==> config.mk <==
export PLATFORM = sky130hd
export DESIGN_NAME = debug_cmd_rx
export DESIGN_NICKNAME = d
export VERILOG_FILES = /design/src/rtl/debug_cmd_rx.sv
export SDC_FILE = /design/constraint.sdc
export NUM_CORES = 1
export LEC_CHECK = 0
export CORE_AREA = 2 2 92 94
export CTS_CLUSTER_DIAMETER = 80
export DETAILED_ROUTE_END_ITERATION = 16
export DIE_AREA = 0 0 94 96
export PLACE_DENSITY = 0.78
export RECOVER_POWER = 25
export SLEW_MARGIN = 20
export SYNTH_ARGS = -nofsm -noshare
export SYNTH_HDL_FRONTEND = slang
export SYNTH_SLANG_ARGS = --single-unit
==> constraint.sdc <==
create_clock -name i_clk -period 2.43 [get_ports i_clk]
set_clock_uncertainty 0.05 [all_clocks]
set_input_delay 0.6075 -clock i_clk [delete_from_list [all_inputs] [get_ports i_clk]]
set_output_delay 0.6075 -clock i_clk [all_outputs]
set_load 0.01 [all_outputs]
==> src/rtl/debug_cmd_rx.sv <==
// debug_cmd_rx -- parses '$'-framed address commands from the UART RX byte
// stream and hands the decoded destination/source pair to the task manager.
//
// Frame: '$', dest[15:8], dest[7:0], src[15:8], src[7:0], [chk], '$'
//   The optional checksum byte (xor of the four payload bytes) is present only
//   when DEBUG_CMD_CHECKSUM_EN is defined; otherwise the CHK state is not built.
//
// Ports:
//   i_clk, i_rst        clock, asynchronous active-low reset
//   i_rdata, i_rready   show-ahead RX byte and its availability
//   o_rreq              consume the byte on i_rdata at this edge
//   o_destAddr/o_srcAddr  last published addresses
//   o_cmd_valid, i_cmd_ready  command handshake (held until accepted)
//   o_err_count         saturating count of malformed / timed-out frames
//   o_busy              a frame is in progress or a command is held
module debug_cmd_rx #(
  parameter logic [7:0] SOF_BYTE       = 8'h24,
  parameter int         TIMEOUT_CYCLES = 5000000,
  parameter int         TO_W           = 23
) (
  input  logic        i_clk,
  input  logic        i_rst,
  input  logic [7:0]  i_rdata,
  input  logic        i_rready,
  output logic        o_rreq,
  output logic [15:0] o_destAddr,
  output logic [15:0] o_srcAddr,
  output logic        o_cmd_valid,
  input  logic        i_cmd_ready,
  output logic [7:0]  o_err_count,
  output logic        o_busy
);

`ifdef DEBUG_CMD_CHECKSUM_EN
  typedef enum logic [2:0] {IDLE, PAYLOAD, CHK, TAIL, HOLD} state_t;
`else
  typedef enum logic [2:0] {IDLE, PAYLOAD, TAIL, HOLD} state_t;
`endif

  localparam logic [TO_W-1:0] TO_LAST = TO_W'(TIMEOUT_CYCLES - 1);

  state_t          state, state_n;
  logic [1:0]      idx, idx_n;
  logic [15:0]     sh_dest, sh_dest_n, sh_src, sh_src_n;
  logic [TO_W-1:0] to_cnt;
  logic            take, in_frame, to_hit, publish, err;

  // HOLD stops popping so the UART FIFO backs up behind an unaccepted command.
  assign o_rreq = i_rst && i_rready && (state != HOLD);
  assign take   = o_rreq;
  assign o_busy = (state != IDLE);

`ifdef DEBUG_CMD_CHECKSUM_EN
  assign in_frame = (state == PAYLOAD) || (state == CHK) || (state == TAIL);
`else
  assign in_frame = (state == PAYLOAD) || (state == TAIL);
`endif
  assign to_hit = in_frame && !take && (to_cnt == TO_LAST);

  always_comb begin
    state_n   = state;
    idx_n     = idx;
    sh_dest_n = sh_dest;
    sh_src_n  = sh_src;
    publish   = 1'b0;
    err       = 1'b0;
    case (state)
      IDLE: if (take && i_rdata == SOF_BYTE) begin
        state_n = PAYLOAD;
        idx_n   = 2'd0;
      end
      PAYLOAD: if (take) begin
        // payload is binary: SOF_BYTE here is data, not a marker
        case (idx)
          2'd0:    sh_dest_n[15:8] = i_rdata;
          2'd1:    sh_dest_n[7:0]  = i_rdata;
          2'd2:    sh_src_n[15:8]  = i_rdata;
          default: sh_src_n[7:0]   = i_rdata;
        endcase
        idx_n = idx + 2'd1;
`ifdef DEBUG_CMD_CHECKSUM_EN
        if (idx == 2'd3) state_n = CHK;
`else
        if (idx == 2'd3) state_n = TAIL;
`endif
      end
`ifdef DEBUG_CMD_CHECKSUM_EN
      CHK: if (take) begin
        if (i_rdata == (sh_dest[15:8] ^ sh_dest[7:0] ^ sh_src[15:8] ^ sh_src[7:0]))
          state_n = TAIL;
        else begin
          err     = 1'b1;
          state_n = IDLE;
        end
      end
`endif
      TAIL: if (take) begin
        if (i_rdata == SOF_BYTE) begin
          publish = 1'b1;
          state_n = HOLD;
        end else begin
          err     = 1'b1;
          state_n = IDLE;
        end
      end
      HOLD: if (i_cmd_ready) state_n = IDLE;
      default: state_n = IDLE;
    endcase
    // a consumed byte wins over the timeout (to_hit already excludes take)
    if (to_hit) begin
      err     = 1'b1;
      state_n = IDLE;
    end
  end

  always_ff @(posedge i_clk or negedge i_rst) begin
    if (!i_rst) begin
      state       <= IDLE;
      idx         <= 2'd0;
      sh_dest     <= 16'h0;
      sh_src      <= 16'h0;
      to_cnt      <= '0;
      o_destAddr  <= 16'h0;
      o_srcAddr   <= 16'h0;
      o_cmd_valid <= 1'b0;
      o_err_count <= 8'h0;
    end else begin
      state   <= state_n;
      idx     <= idx_n;
      sh_dest <= sh_dest_n;
      sh_src  <= sh_src_n;
      // idle-cycle counter only runs while a frame is open and nothing arrives
      to_cnt  <= (in_frame && !take && !to_hit) ? to_cnt + TO_W'(1) : '0;
      if (publish) begin
        o_destAddr  <= sh_dest;
        o_srcAddr   <= sh_src;
        o_cmd_valid <= 1'b1;
      end else if (state == HOLD && i_cmd_ready) begin
        o_cmd_valid <= 1'b0;
      end
      if (err && o_err_count != 8'hFF) o_err_count <= o_err_count + 8'd1;
    end
  end

endmodule

# ---- After elaboration in Yosys (flattened, before gate mapping)
# Cells that the tools add are included.
dict set report totals {
  ff_bits 101
  latchBits 0
  mem_bits_rw 0
  mem_bits_ro 0
  word_cells 76
  memories 0
}
dict set report op_classes {
  n_addsub 3
  multipliers 0
  div_mod_pow 0
  magnitude_cmp 0
  eq_ne 17
  n_shift 0
  mux 21
  bitwise 1
  reduce_logical 23
}
# op count
set ops {}
lappend ops {{adder 23 x 1 -> 23 bit, second input constant} 1}
lappend ops {{equality test 23 bit, second input constant} 1}
lappend ops {{two-way mux 23 bit} 1}
lappend ops {{two-way mux 3 bit} 6}
lappend ops {{AND reduction 3 bit} 5}
lappend ops {{!= test 3 bit, second input constant} 4}
lappend ops {{one-hot mux 3 bit (4 select lines)} 1}
lappend ops {{two-way mux 1 bit} 9}
lappend ops {{adder 8 x 1 -> 8 bit, second input constant} 1}
lappend ops {{equality test 8 x 6 -> 1 bit, second input constant} 1}
lappend ops {{logical AND 1 bit} 8}
lappend ops {{!= test 8 bit, second input constant} 1}
lappend ops {{equality test 3 x 2 -> 1 bit, second input constant} 2}
lappend ops {{two-way mux 2 bit} 3}
lappend ops {{!= test 3 x 2 -> 1 bit, second input constant} 2}
lappend ops {{AND reduction 5 bit} 1}
lappend ops {{equality test 2 bit, second input constant} 2}
lappend ops {{!= test 2 bit, second input constant} 2}
lappend ops {{one-hot mux 2 bit (2 select lines)} 1}
lappend ops {{nonzero test 2 bit} 2}
lappend ops {{equality test 3 x 1 -> 1 bit, second input constant} 1}
lappend ops {{logical NOT 3 bit} 1}
lappend ops {{nonzero test 3 bit} 1}
lappend ops {{OR reduction 3 bit} 1}
lappend ops {{6 further kinds} 7}

# ---- Longest topological paths before layout
dict set report logic_depth {
  word_depth 8
  mapped_depth 8
}

# ---- Worst setup path after synthesis
# No wires, ideal clock.
dict set report synth_timing {
  path_kind {register to register}
  startpoint {register state[0]}
  endpoint {register state[1]}
  setup_time_ns 0.094
  arrival_ns 1.887
  path_slack_ns 0.399
  path_stages_with_launch 8
  synth_period_minus_slack_ns 2.031
  path_cell_list {dfrtp_1 -> ha_1 -> nand3b_1 -> inv_1 -> o21ai_0 -> a222oi_1 -> nor2_1 -> a211oi_1}
}
dict set report synth_via {
  elab_chain_cells 7
  word_cells_on_any_way 19
}
# element line
set synth_rtl {}
lappend synth_rtl {{start, declared} 42} ;# state_t state, state_n;
lappend synth_rtl {{start signal, assigned} 128} ;# state <= state_n;
lappend synth_rtl {{!= test 3 x 2 -> 1 bit (*)} 49} ;# assign o_rreq = i_rst && i_rready && (state != HOLD);
lappend synth_rtl {{logical AND 1 bit (*)} 49}
lappend synth_rtl {{named net o_rreq} 25} ;# output logic o_rreq,
lappend synth_rtl {{logical NOT 1 bit} 58} ;# assign to_hit = in_frame && !take && (to_cnt == TO_LAST);
lappend synth_rtl {{logical AND 1 bit (2 in a row)} 58}
lappend synth_rtl {{!= test 3 bit (no source line) or != test 3 x 2 -> 1 bit (tied branches)} --}
lappend synth_rtl {{AND reduction 5 bit (no source line)} --}
# Mark *: on every way through the listed nets, which the timed path passes. The rest lies on a longest branch.
# A chain may end at the register's enable or synchronous reset.

# ---- Worst setup path after layout
dict set report layout_timing {
  startpoint {register state[0]}
  endpoint {output port o_rreq}
}
dict set report layout_via {
  elab_chain_cells 2
}
# element line
set layout_rtl {}
lappend layout_rtl {{!= test 3 x 2 -> 1 bit} 49}
lappend layout_rtl {{logical AND 1 bit} 49}
lappend layout_rtl {{end, declared} 25}
# No other way between the ends.

==> results.txt <==
outcome = complete, no violations
Final Max Slew Viols = 0
CP required = 1.77 ns
Synth async-reset ratio = 1.00
period utilization = 0.919
DIE WIDTH = 94 um
Clk pwr share = 0.250
FF-to-FF path depth = 7
WHS = 0.409 ns
fraction of layout cells with a size suffix above 1 = 0.259
crit start category = flip-flop
P_sw = 1240 uW
Synth top area share = 0.575
P&R area growth vs syn = 24.3%
overall power = 4080 uW
kind of critical path = reg -> out
Worst Hold Depth = 1
Rows = 33
prevailing post-synth register cell = dfrtp_1
Synth area leader = dfrtp_1
post-route minimum period = 2.23 ns
initial antenna violation count = 0
Pint = 2840 uW
RSZ-0062 raised after global routing = no
Fmax = 448 MHz
Crit path arrival time = 1.57 ns
GRT Util Overall = 0.199
combinational share of power = 0.227
# IOs = 55
post-synth cell types = 33
EDFF count, synth = 0
Final GP Congestion = 0.797
First DRT Iteration DRCs = 133
antenna cell count = 0
Post-Route Setup TNS = 0 ns
Post-DP HPWL = 5800 um
synthesized netlist cell count = 344
drc violations = 0
die height = 96 um
# port buffers = 54
syn_area_per_cell = 12.7 um2
vias in the first global route = 2856
Max-cap violations = 0
pre-CTS WS = -0.139 ns
Post-Synthesis Net Count = 366
clk_lat worst skew = 0.37 ns
worst-path cell chain = ha_1 > nand3b_1 > inv_1 > dlygate4sd2_1
worst setup margin = 0.198 ns
Worst Hold Class = reg -> reg
Worst Tran Pin Value = 1.28 ns
routed wire length = 8040 um
cell with the most instances after synthesis = dfrtp_1
DRT antenna net count = 0
vias post-DR = 2899
first-pass GRT wire length = 13700 um
largest net degree at the start of global routing = 101
drt first pass iters = 4
yosys synthesis warning count = 0
worst-path fanout max = 4
gr ovfl total = 0
htree depth = 3
most frequent cells after synthesis = dfrtp_1 (100), mux2_2 (65), nor2_1 (27)
reg2reg setup slack = 0.26 ns
Sink Count = 100
Worst Setup End Kind = primary output
Relative slew margins = 0.148
power per cell area = 754 mW/mm2
number of hold violations in the final report = 0
Root Driver = clkbuf_8
Core ar. = 0.00805 mm2
synthesized flop and latch total = 100
fillers = 613
Seq/Total Area, Yosys = 0.575
Switching Fraction = 0.303
Pleak = 0.00253 uW
CTS Buffer Depth = 2
# setup viols final = 0
Final nets = 450
clock slew at reported path FFs = 0.09 ns
Seq pwr share = 0.523
Initial Util = 0.541
critical path's largest stage delay = 0.41 ns
synth top area cells = dfrtp_1 (57%), mux2_2 (17%), ha_1 (2.9%)
CTS tree = done
die footprint = 0.00902 mm2
routed wire length per instance = 14.9 um
Netlist Area Pre-Place = 0.00435 mm2
CTS Hold Buffers Added = 0
slowest stage cell, crit path = dfrtp_1
worst vdd ir = 0.000545 V
routed vias/inst = 5.39
Num CTS Buffers = 9
[final cells by class]
| type | instances | area, um2 | share of cell area |
|---|---|---|---|
| Timing Repair Buffer | 81 | 772 | 0.143 |
| Clock inverter | 6 | 56.3 | 0.0104 |
| Sequential cell | 100 | 2500 | 0.463 |
| Multi-Input combinational cell | 222 | 1760 | 0.325 |
| Tap cell | 105 | 131 | 0.0243 |
| Inverter | 14 | 52.6 | 0.00971 |
| Clock buffer | 10 | 138 | 0.0254 |
[kinds of logic after synthesis]
kind of cell	after synthesis	synth area share
simple gates	97	0.122
fa+ha+maj	10	0.0287
mux	67	0.173
buf+inv	22	0.0213
flops	100	0.575
xor+xnor	20	0.0402
compound gates	28	0.0400
[per-layer routing]
layer,share of wire,vias up,global-route usage,routed length [um]
met5,0,-,0,0
met4,0.016,0,0.0797,125
met3,0.037,10,0.0337,298
met2,0.49,74,0.319,3920
met1,0.46,1433,0.272,3700
li1,-,1382,-,-
[registers in the layout, indices dropped and copies added (netlist names)]
signal / count
o_cmd_valid: 1
sh_src: 16
idx: 2
o_err_count: 8
o_destAddr: 16
state: 2
sh_dest: 16
to_cnt: 23
o_srcAddr: 16
[worst paths after layout]
path                                      startpoint                         end
worst max-delay path            state[0]$_DFFE_PN0P_                      o_rreq
worst min-delay path             to_cnt[0]$_DFF_PN0_         to_cnt[0]$_DFF_PN0_
worst max register to register  state[0]$_DFFE_PN0P_  o_err_count[1]$_DFFE_PN0P_
worst min register to register   to_cnt[0]$_DFF_PN0_         to_cnt[0]$_DFF_PN0_
max in group asynchronous                      i_rst        state[0]$_DFFE_PN0P_
min in group asynchronous                      i_rst  o_destAddr[10]$_DFFE_PN0P_
[layout by cell type (no fill, tap or decap), types with 2 or more instances in the layout]
cell type          n
and4_1             5
nor4_1             3
buf_12             3
clkbuf_8          10
nand4_1           10
nand2_1           19
mux2_2            65
a21oi_1           12
and2_1             5
inv_8              2
a31oi_1            3
xnor2_1           11
nor4b_4            2
inv_1             14
nor2_1            27
a211oi_1           2
ha_1              10
nor4b_1            2
clkinv_4           3
dlygate4sd2_1      2
nor3_1             6
dfrtp_1          100
o21ai_0            6
xor2_1             9
buf_4             23
and3_1             4
or3_1              3
nand3_1            9
clkdlybuf4s50_1   51
[power groups by stage]
stage	Clock (uW)	Combinational, uW	Sequential, uW
2_1_floorplan	0	586	2130
3_3_place_gp	0	901	2150
3_5_place_dp	0	936	2170
4_1_cts	1050	943	2130
5_1_grt	1130	1060	2170
6_report	1020	926	2130
[timing repair]
action	4_1_cts	5_1_grt
buffers inserted	1	0
gates resized for setup	2	0
setup endpoints to repair	2	0
[critical path: cells and delay by family, from the launching register on]
kind	cells	cell delay, ns
adder cells (fa/ha/maj)	1	0.25
buffers and inverters	2	0.36
flip-flops	1	0.41
AND/OR/NAND/NOR	1	0.20
[stage by stage]
step | instance area, um2 | utilization | std cells
floorplan | 4350 | - | 344
global placement | 5230 | 0.649 | 521
detailed placement | 5230 | 0.649 | 521
CTS | 5430 | 0.674 | 538
global route | 5410 | 0.672 | 538
finish | 5410 | 0.672 | 538
No activity file was read; power rests on OpenSTA's default activity.
